===== config.mk =====
export PLATFORM = sky130hd
export DESIGN_NAME = dm_port_arbiter
export DESIGN_NICKNAME = d
export VERILOG_FILES = /design/src/rtl/dm_port_arbiter.sv
export SDC_FILE = /design/constraint.sdc
export NUM_CORES = 1
export LEC_CHECK = 0
export CAP_MARGIN = 20
export CORE_ASPECT_RATIO = 0.6
export CORE_UTILIZATION = 41
export DETAILED_ROUTE_END_ITERATION = 6
export PLACE_DENSITY = 0.93
export SYNTH_ARGS = -nofsm -noshare
export SYNTH_HDL_FRONTEND = slang
export SYNTH_SLANG_ARGS = --single-unit
export TNS_END_PERCENT = 30

===== constraint.sdc =====
create_clock -name clk -period 2.35 [get_ports clk]
set_input_delay 0.47 -clock clk [delete_from_list [all_inputs] [get_ports clk]]
set_output_delay 0.47 -clock clk [all_outputs]
set_load 0.05 [all_outputs]

===== src/rtl/dm_port_arbiter.sv =====
// -----------------------------------------------------------------------------
// dm_port_arbiter
// Shares a single-port data memory between two requesters.
//   Port A : pipeline M stage (byteen / wdata already lane-aligned)
//   Port B : secondary master (bridge, DMA, ...)
// Round-robin arbitration. The winning request is latched, the memory is
// driven for WAIT_CYCLES cycles, then one ack pulse is returned together with
// the read data (reads only).
//
// Ports
//   clk, reset             : rising-edge clock, asynchronous active-low reset
//   a_req/we/addr/byteen/wdata, b_* : requester inputs, req held until ack
//   a_ack, a_rdata, b_ack, b_rdata  : completion pulse and read data
//   a_stall                : a_req & ~a_ack, freezes the pipeline
//   mem_en/we/addr/byteen/wdata, mem_rdata : memory side
// -----------------------------------------------------------------------------
module dm_port_arbiter #(
    parameter int unsigned WAIT_CYCLES = 1,
    parameter int unsigned CNT_W       = 4
) (
    input  logic        clk,
    input  logic        reset,
    input  logic        a_req,
    input  logic        a_we,
    input  logic [31:0] a_addr,
    input  logic [3:0]  a_byteen,
    input  logic [31:0] a_wdata,
    output logic        a_ack,
    output logic [31:0] a_rdata,
    output logic        a_stall,
    input  logic        b_req,
    input  logic        b_we,
    input  logic [31:0] b_addr,
    input  logic [3:0]  b_byteen,
    input  logic [31:0] b_wdata,
    output logic        b_ack,
    output logic [31:0] b_rdata,
    output logic        mem_en,
    output logic        mem_we,
    output logic [31:0] mem_addr,
    output logic [3:0]  mem_byteen,
    output logic [31:0] mem_wdata,
    input  logic [31:0] mem_rdata
);

    typedef enum logic [1:0] {
        S_IDLE = 2'd0,
        S_BUSY = 2'd1,
        S_DONE = 2'd2
    } state_t;

    state_t             r_state;
    state_t             w_next_state;

    logic               w_grant_valid;
    logic               w_grant_b;
    logic               w_sel_we;
    logic [29:0]        w_sel_addr_hi;
    logic [3:0]         w_sel_byteen;
    logic [31:0]        w_sel_wdata;

    logic               r_last_b;   // 1: last grant went to port B
    logic               r_gnt_b;    // port owning the current access
    logic               r_we;
    logic [29:0]        r_addr_hi;
    logic [3:0]         r_byteen;
    logic [31:0]        r_wdata;
    logic [CNT_W-1:0]   r_cnt;
    logic [31:0]        r_a_rdata;
    logic [31:0]        r_b_rdata;

    // Byte-offset bits are never interpreted; lanes come from byteen only.
    logic               w_unused_addr_bits;
    assign w_unused_addr_bits = ^{a_addr[1:0], b_addr[1:0]};

    // Request mux: the selected port's fields, valid whenever a grant is made.
    always_comb begin
        w_sel_we      = w_grant_b ? b_we         : a_we;
        w_sel_addr_hi = w_grant_b ? b_addr[31:2] : a_addr[31:2];
        w_sel_byteen  = w_grant_b ? b_byteen     : a_byteen;
        w_sel_wdata   = w_grant_b ? b_wdata      : a_wdata;
    end

    // Next-state logic and round-robin grant decision.
    always_comb begin
        w_next_state  = r_state;
        w_grant_valid = 1'b0;
        w_grant_b     = 1'b0;
        case (r_state)
            S_IDLE: begin
                if (a_req && b_req) begin
                    w_grant_valid = 1'b1;
                    w_grant_b     = ~r_last_b;
                end else if (a_req) begin
                    w_grant_valid = 1'b1;
                    w_grant_b     = 1'b0;
                end else if (b_req) begin
                    w_grant_valid = 1'b1;
                    w_grant_b     = 1'b1;
                end else begin
                    w_grant_valid = 1'b0;
                    w_grant_b     = 1'b0;
                end
                if (!w_grant_valid) begin
                    w_next_state = S_IDLE;
                end else if (w_sel_we && (w_sel_byteen == 4'b0000)) begin
                    // Null store: nothing to write, acknowledge directly.
                    w_next_state = S_DONE;
                end else begin
                    w_next_state = S_BUSY;
                end
            end
            S_BUSY: begin
                if (r_cnt == '0) begin
                    w_next_state = S_DONE;
                end else begin
                    w_next_state = S_BUSY;
                end
            end
            S_DONE: begin
                w_next_state = S_IDLE;
            end
            default: begin
                w_next_state = S_IDLE;
            end
        endcase
    end

    // FSM state register.
    always_ff @(posedge clk or negedge reset) begin
        if (!reset) begin
            r_state <= S_IDLE;
        end else begin
            r_state <= w_next_state;
        end
    end

    // Latched request, wait counter, round-robin pointer and read data capture.
    always_ff @(posedge clk or negedge reset) begin
        if (!reset) begin
            r_last_b  <= 1'b1;
            r_gnt_b   <= 1'b0;
            r_we      <= 1'b0;
            r_addr_hi <= 30'd0;
            r_byteen  <= 4'b0000;
            r_wdata   <= 32'd0;
            r_cnt     <= '0;
            r_a_rdata <= 32'd0;
            r_b_rdata <= 32'd0;
        end else if (w_grant_valid) begin
            r_last_b  <= w_grant_b;
            r_gnt_b   <= w_grant_b;
            r_we      <= w_sel_we;
            r_addr_hi <= w_sel_addr_hi;
            r_byteen  <= w_sel_we ? w_sel_byteen : 4'b1111;
            r_wdata   <= w_sel_we ? w_sel_wdata  : 32'd0;
            r_cnt     <= CNT_W'(WAIT_CYCLES - 1);
        end else if (r_state == S_BUSY) begin
            if (r_cnt == '0) begin
                // Last cycle of mem_en: mem_rdata is valid now.
                if (!r_we && r_gnt_b) begin
                    r_b_rdata <= mem_rdata;
                end else if (!r_we) begin
                    r_a_rdata <= mem_rdata;
                end
            end else begin
                r_cnt <= r_cnt - CNT_W'(1);
            end
        end
    end

    // Outputs are pure decodes of registered state, zero outside their phase.
    assign mem_en     = (r_state == S_BUSY);
    assign mem_we     = mem_en & r_we;
    assign mem_addr   = mem_en ? {r_addr_hi, 2'b00} : 32'd0;
    assign mem_byteen = mem_en ? r_byteen : 4'b0000;
    assign mem_wdata  = mem_en ? r_wdata  : 32'd0;

    assign a_ack      = (r_state == S_DONE) & ~r_gnt_b;
    assign b_ack      = (r_state == S_DONE) &  r_gnt_b;
    assign a_rdata    = r_a_rdata;
    assign b_rdata    = r_b_rdata;

    // Gated by reset so a held a_req does not stall while the block is in reset.
    assign a_stall    = reset & a_req & ~a_ack;

endmodule


==> implementation parameters, run 1 <==
Parameter                              Value

Worst setup path
  Most frequent cell on the critical path    sky130_fd_sc_hd__buf_12
  Worst reg-to-reg setup slack    roughly 330 ps
  Data required time of the worst path    ~1900 ps
  Critical Setup Path Class    register to output pin
  Depth of the worst register-to-register path    7
  Cells along the critical path    nand2b_4 > inv_6 > buf_12 > and2_1 > buf_12
  Nature of the critical path endpoint    output pin
  Kind of start point of the critical path    register
  Critical path buffer and inverter count    3
  Slowest cell on the critical path    sky130_fd_sc_hd__dfrtp_1
  Reg2reg end    a_rdata[7]
  Delay of the slowest cell on the worst path    roughly 450 ps
  Family of cells with the greatest summed delay on the critical path    buffers and inverters
  Critical path data arrival time    around 1800 ps
  Launch instance of the worst register-to-register path    r_cnt[0]
  CP Max Fanout    31

Final layout
  Fin nets    ~1,000
  Share of cells above drive strength 1    a little under a quarter
  Count of inserted antenna diode cells    0
  Final Cell Area    between 10,000 and 15,000 um2
  Area growth from synthesis to layout    75.3%
  Total of fill cells in the finished design    approximately 940
  Post-layout utilization of the core    about three quarters

STA
  Endpoints failing setup    0
  TNS Setup    0 ps
  Transition time at the pin with the least slew margin    769 ps
  Post-route minimum period    approximately 2200 ps
  Worst relative slew slack    between 40% and 50%
  Maximum clock skew at final layout    between 10 and 15 ps
  RSZ-0062 raised after global routing    false
  Final worst-path cycle share    between 90% and 100%
  Final hold violation count    0
  Slew Limit Fails    0
  Achievable clock frequency    450 MHz
  Worst hold slack    roughly 150 ps
  Final setup slack of the worst path    129 ps

Floorplan
  Die Y-Extent    roughly 98 um
  Die Span X    around 160 um
  I/O pin cnt    slightly above 300
  Cell Rows    34
  Area of the core region    between 10,000 and 15,000 um2
  Initial cell density of the core    42.6%
  Die footprint    between 15,000 and 20,000 um2

Global routing
  Number of global-route vias before repair    approximately 5,500
  Wire length of the first global-routing pass    roughly 30,000 um
  Pin count of the biggest net entering global routing    140
  Overflow after GRT    0
  Initial antenna violation count    0
  Global-route total usage across every layer    about 25%

Drt
  DR WL/cell    around 18 um
  Total length of routed wires    roughly 19,000 um
  Post-detailed-route via-to-cell ratio    5.01
  Number of violations reported at the end of detailed-routing iteration 0    268
  Routed vias    5,323
  Number of design rule violations left after detail routing    0
  Number of nets with antenna violations after detailed routing    0
  TritonRoute pass-1 iters    4

Synth
  Post-synth top area share    55.2%
  Post-synthesis cell type with the largest combined area    sky130_fd_sc_hd__dfrtp_1
  Number of distinct library cells after synthesis    33
  Number of warnings printed during yosys synthesis    0
  Cells after synthesis    about 550
  Most frequently used cell type in the post-synthesis netlist    sky130_fd_sc_hd__dfrtp_1
  Leading register cell type out of synthesis    sky130_fd_sc_hd__dfrtp_1
  Flop and latch count out of synthesis    roughly 140
  Per-instance average area after synthesis    ~11 um2
  Share of the yosys chip area belonging to registers    between 50% and 60%
  Share of flip-flops with an asynchronous set or reset after synthesis    100%
  Synth top area cells    sky130_fd_sc_hd__dfrtp_1 55%, sky130_fd_sc_hd__mux2_2 12%, sky130_fd_sc_hd__and2_1 6.7%
  Number of enable-type register cells in the synthesized netlist    0
  Cell area after synthesis    around 6300 um2
  Top post-synthesis cells by count    138 x sky130_fd_sc_hd__dfrtp_1, 70 x sky130_fd_sc_hd__nand2_1, 67 x sky130_fd_sc_hd__and2_1, 67 x sky130_fd_sc_hd__mux2_2, 50 x sky130_fd_sc_hd__o21ai_0

Job
  Max-capacitance violation count    0

Pwr
  Net switching power figure    roughly 8 mW
  Peak ir drop on the vdd network    approximately 1 mV
  Combinational Power Share    approximately 60%
  Internal Pwr Total    between 9 and 10 mW
  Total power per unit cell area    1610 nW/um2
  Clock network fraction of design power    around 16%
  Leakage dissipation    ~4.6 nW
  Fraction of power consumed by sequential logic    between 20% and 30%
  Switching fraction of total power    between 40 and 50%

Placed design
  Post-DP HPWL    between 10,000 and 15,000 um
  Area after detailed placement    ~10,000 um2
  Number of buffers inserted by port buffering    slightly above 300
  Global placement routability congestion    roughly 0.79
  Worst slack at placement    ~110 ps

CTS
  H-Tree Depth    4
  Clock tree from TritonCTS    yes
  CTS Root Buffer Type    sky130_fd_sc_hd__clkbuf_16
  Maximum buffer depth of the clock tree    2
  Clock transition time at the flip-flop clock pins of the worst setup and hold paths    70 ps
  TritonCTS Sinks    roughly 140
  Clock insertion delay at the later pin of the skew report    between 400 and 500 ps
  Setup bufs post-CTS    0
  Total clock buffers created by CTS    17

Worst hold path
  Type of the worst min-delay path    primary input to async pin

Status
  Result of the run    completed
kinds of logic (layout without fill, tap and decap cells):
logic type	Yosys count	count (layout)	synth area share, %
other cells	1	2	0.0600
buf+inv	42	358	3.38
simple gates	154	154	13.0
mux	105	105	18.2
flops	139	139	55.7
compound gates	106	106	9.49
fa+ha+maj	1	1	0.200
cell usage in the layout, fill, tap and decap left out, types with 3 or more instances in the layout:
cell                              Yosys  layout
sky130_fd_sc_hd__nor2_1               3       3
sky130_fd_sc_hd__o22ai_1             29      29
sky130_fd_sc_hd__o21ai_0             50      50
sky130_fd_sc_hd__buf_4               11       9
sky130_fd_sc_hd__mux2i_1             37      37
sky130_fd_sc_hd__clkdlybuf4s50_1      0     232
sky130_fd_sc_hd__clkbuf_16            0      17
sky130_fd_sc_hd__o22a_1               3       3
sky130_fd_sc_hd__nand2_1             70      70
sky130_fd_sc_hd__dfrtp_1            138     138
sky130_fd_sc_hd__inv_8                0       4
sky130_fd_sc_hd__o21ai_1             17      16
sky130_fd_sc_hd__inv_6                0       5
sky130_fd_sc_hd__mux2_2              67      67
sky130_fd_sc_hd__inv_1                3       3
sky130_fd_sc_hd__a21o_1               3       3
sky130_fd_sc_hd__buf_12               0      80
sky130_fd_sc_hd__and2_1              67      67
how the worst max path moves through the flow:
stage	cells after the start	slack (ps)	from	endpoint
after floorplan	4	50	r_state[1]	mem_wdata[22]
after global placement	6	190	b_req	r_byteen[2]
after detailed placement	7	110	b_req	r_wdata[4]
after CTS	5	10	r_state[1]	mem_addr[10]
after global routing	5	60	r_state[0]	mem_addr[10]
final	5	130	r_state[1]	mem_addr[10]
per-layer routing:
layer	routed length (um)	GRT usage [%]	share of wire [%]	vias to the layer above
met5	0	0	0	-
met4	316	6.46	1.7	0
met3	1020	5.51	5.4	34
met2	10000	45.7	53	190
met1	7580	28.7	40	2589
li1	-	-	-	2510
through the flow:
step	power, mW	std cells
after global routing	18.4	1063
after CTS	17.7	1063
after global placement	14.5	1031
after floorplan	10.2	549
final	17.6	1063
after detailed placement	14.9	1031
layout make-up:
type	instances	area (um2)	area share, %
Clock buffer	17	425	3.88
Timing Repair Buffer	322	4000	36.5
Inverter	4	20.0	0.183
Multi-Input combinational cell	368	2590	23.6
Clock inverter	15	198	1.80
Tap cell	198	248	2.26
Sequential cell	139	3480	31.7
worst reg2reg max path, cell delays in order, from the launching register on:
cell and delay [ps]:
sky130_fd_sc_hd__dfrtp_1 400, sky130_fd_sc_hd__inv_1 70, sky130_fd_sc_hd__ha_1 160, sky130_fd_sc_hd__nor3b_2 310
sky130_fd_sc_hd__nand2_1 170, sky130_fd_sc_hd__nor3_4 170, sky130_fd_sc_hd__buf_12 220, sky130_fd_sc_hd__mux2_2 410
flip-flops by register name (all words and copies together) (netlist names):
register,flops
b_rdata,32
r_gnt_b,1
r_we,1
r_last_b,1
r_state,2
a_rdata,32
r_cnt,4
r_addr_hi,30
r_wdata,32
r_byteen,4
power groups by stage:
stage | clock network, mW | logic, mW | registers (mW)
floorplan | 0 | 4.06 | 6.09
global placement | 0 | 10.3 | 4.14
detailed placement | 0 | 10.6 | 4.28
CTS | 2.84 | 10.6 | 4.25
global route | 2.95 | 11.0 | 4.40
finish | 2.79 | 10.6 | 4.26
what timing repair did:
item	in CTS	in global routing
resized for setup	2	2
hold buffers	0	0
cloned	0	0
setup endpoints to repair	64	60
Power figures use the tool's default switching activity.
==> run 2: changes to the inputs <==
--- a/config.mk
+++ b/config.mk
@@ -5,7 +5,6 @@
 export SDC_FILE = /design/constraint.sdc
 export NUM_CORES = 1
 export LEC_CHECK = 0
-export CAP_MARGIN = 20
 export CORE_ASPECT_RATIO = 0.6
 export CORE_UTILIZATION = 41
 export DETAILED_ROUTE_END_ITERATION = 6
==> results of run 2 <==
The final DEF is identical to that of run 1; final timing and power are the same.
==> run 3: changes to the inputs <==
--- a/config.mk
+++ b/config.mk
@@ -5,6 +5,7 @@
 export SDC_FILE = /design/constraint.sdc
 export NUM_CORES = 1
 export LEC_CHECK = 0
+export CAP_MARGIN = 20
 export CORE_ASPECT_RATIO = 0.6
 export CORE_UTILIZATION = 41
 export DETAILED_ROUTE_END_ITERATION = 6
==> results of run 3 <==
The final DEF is identical to that of run 1; final timing and power are the same.
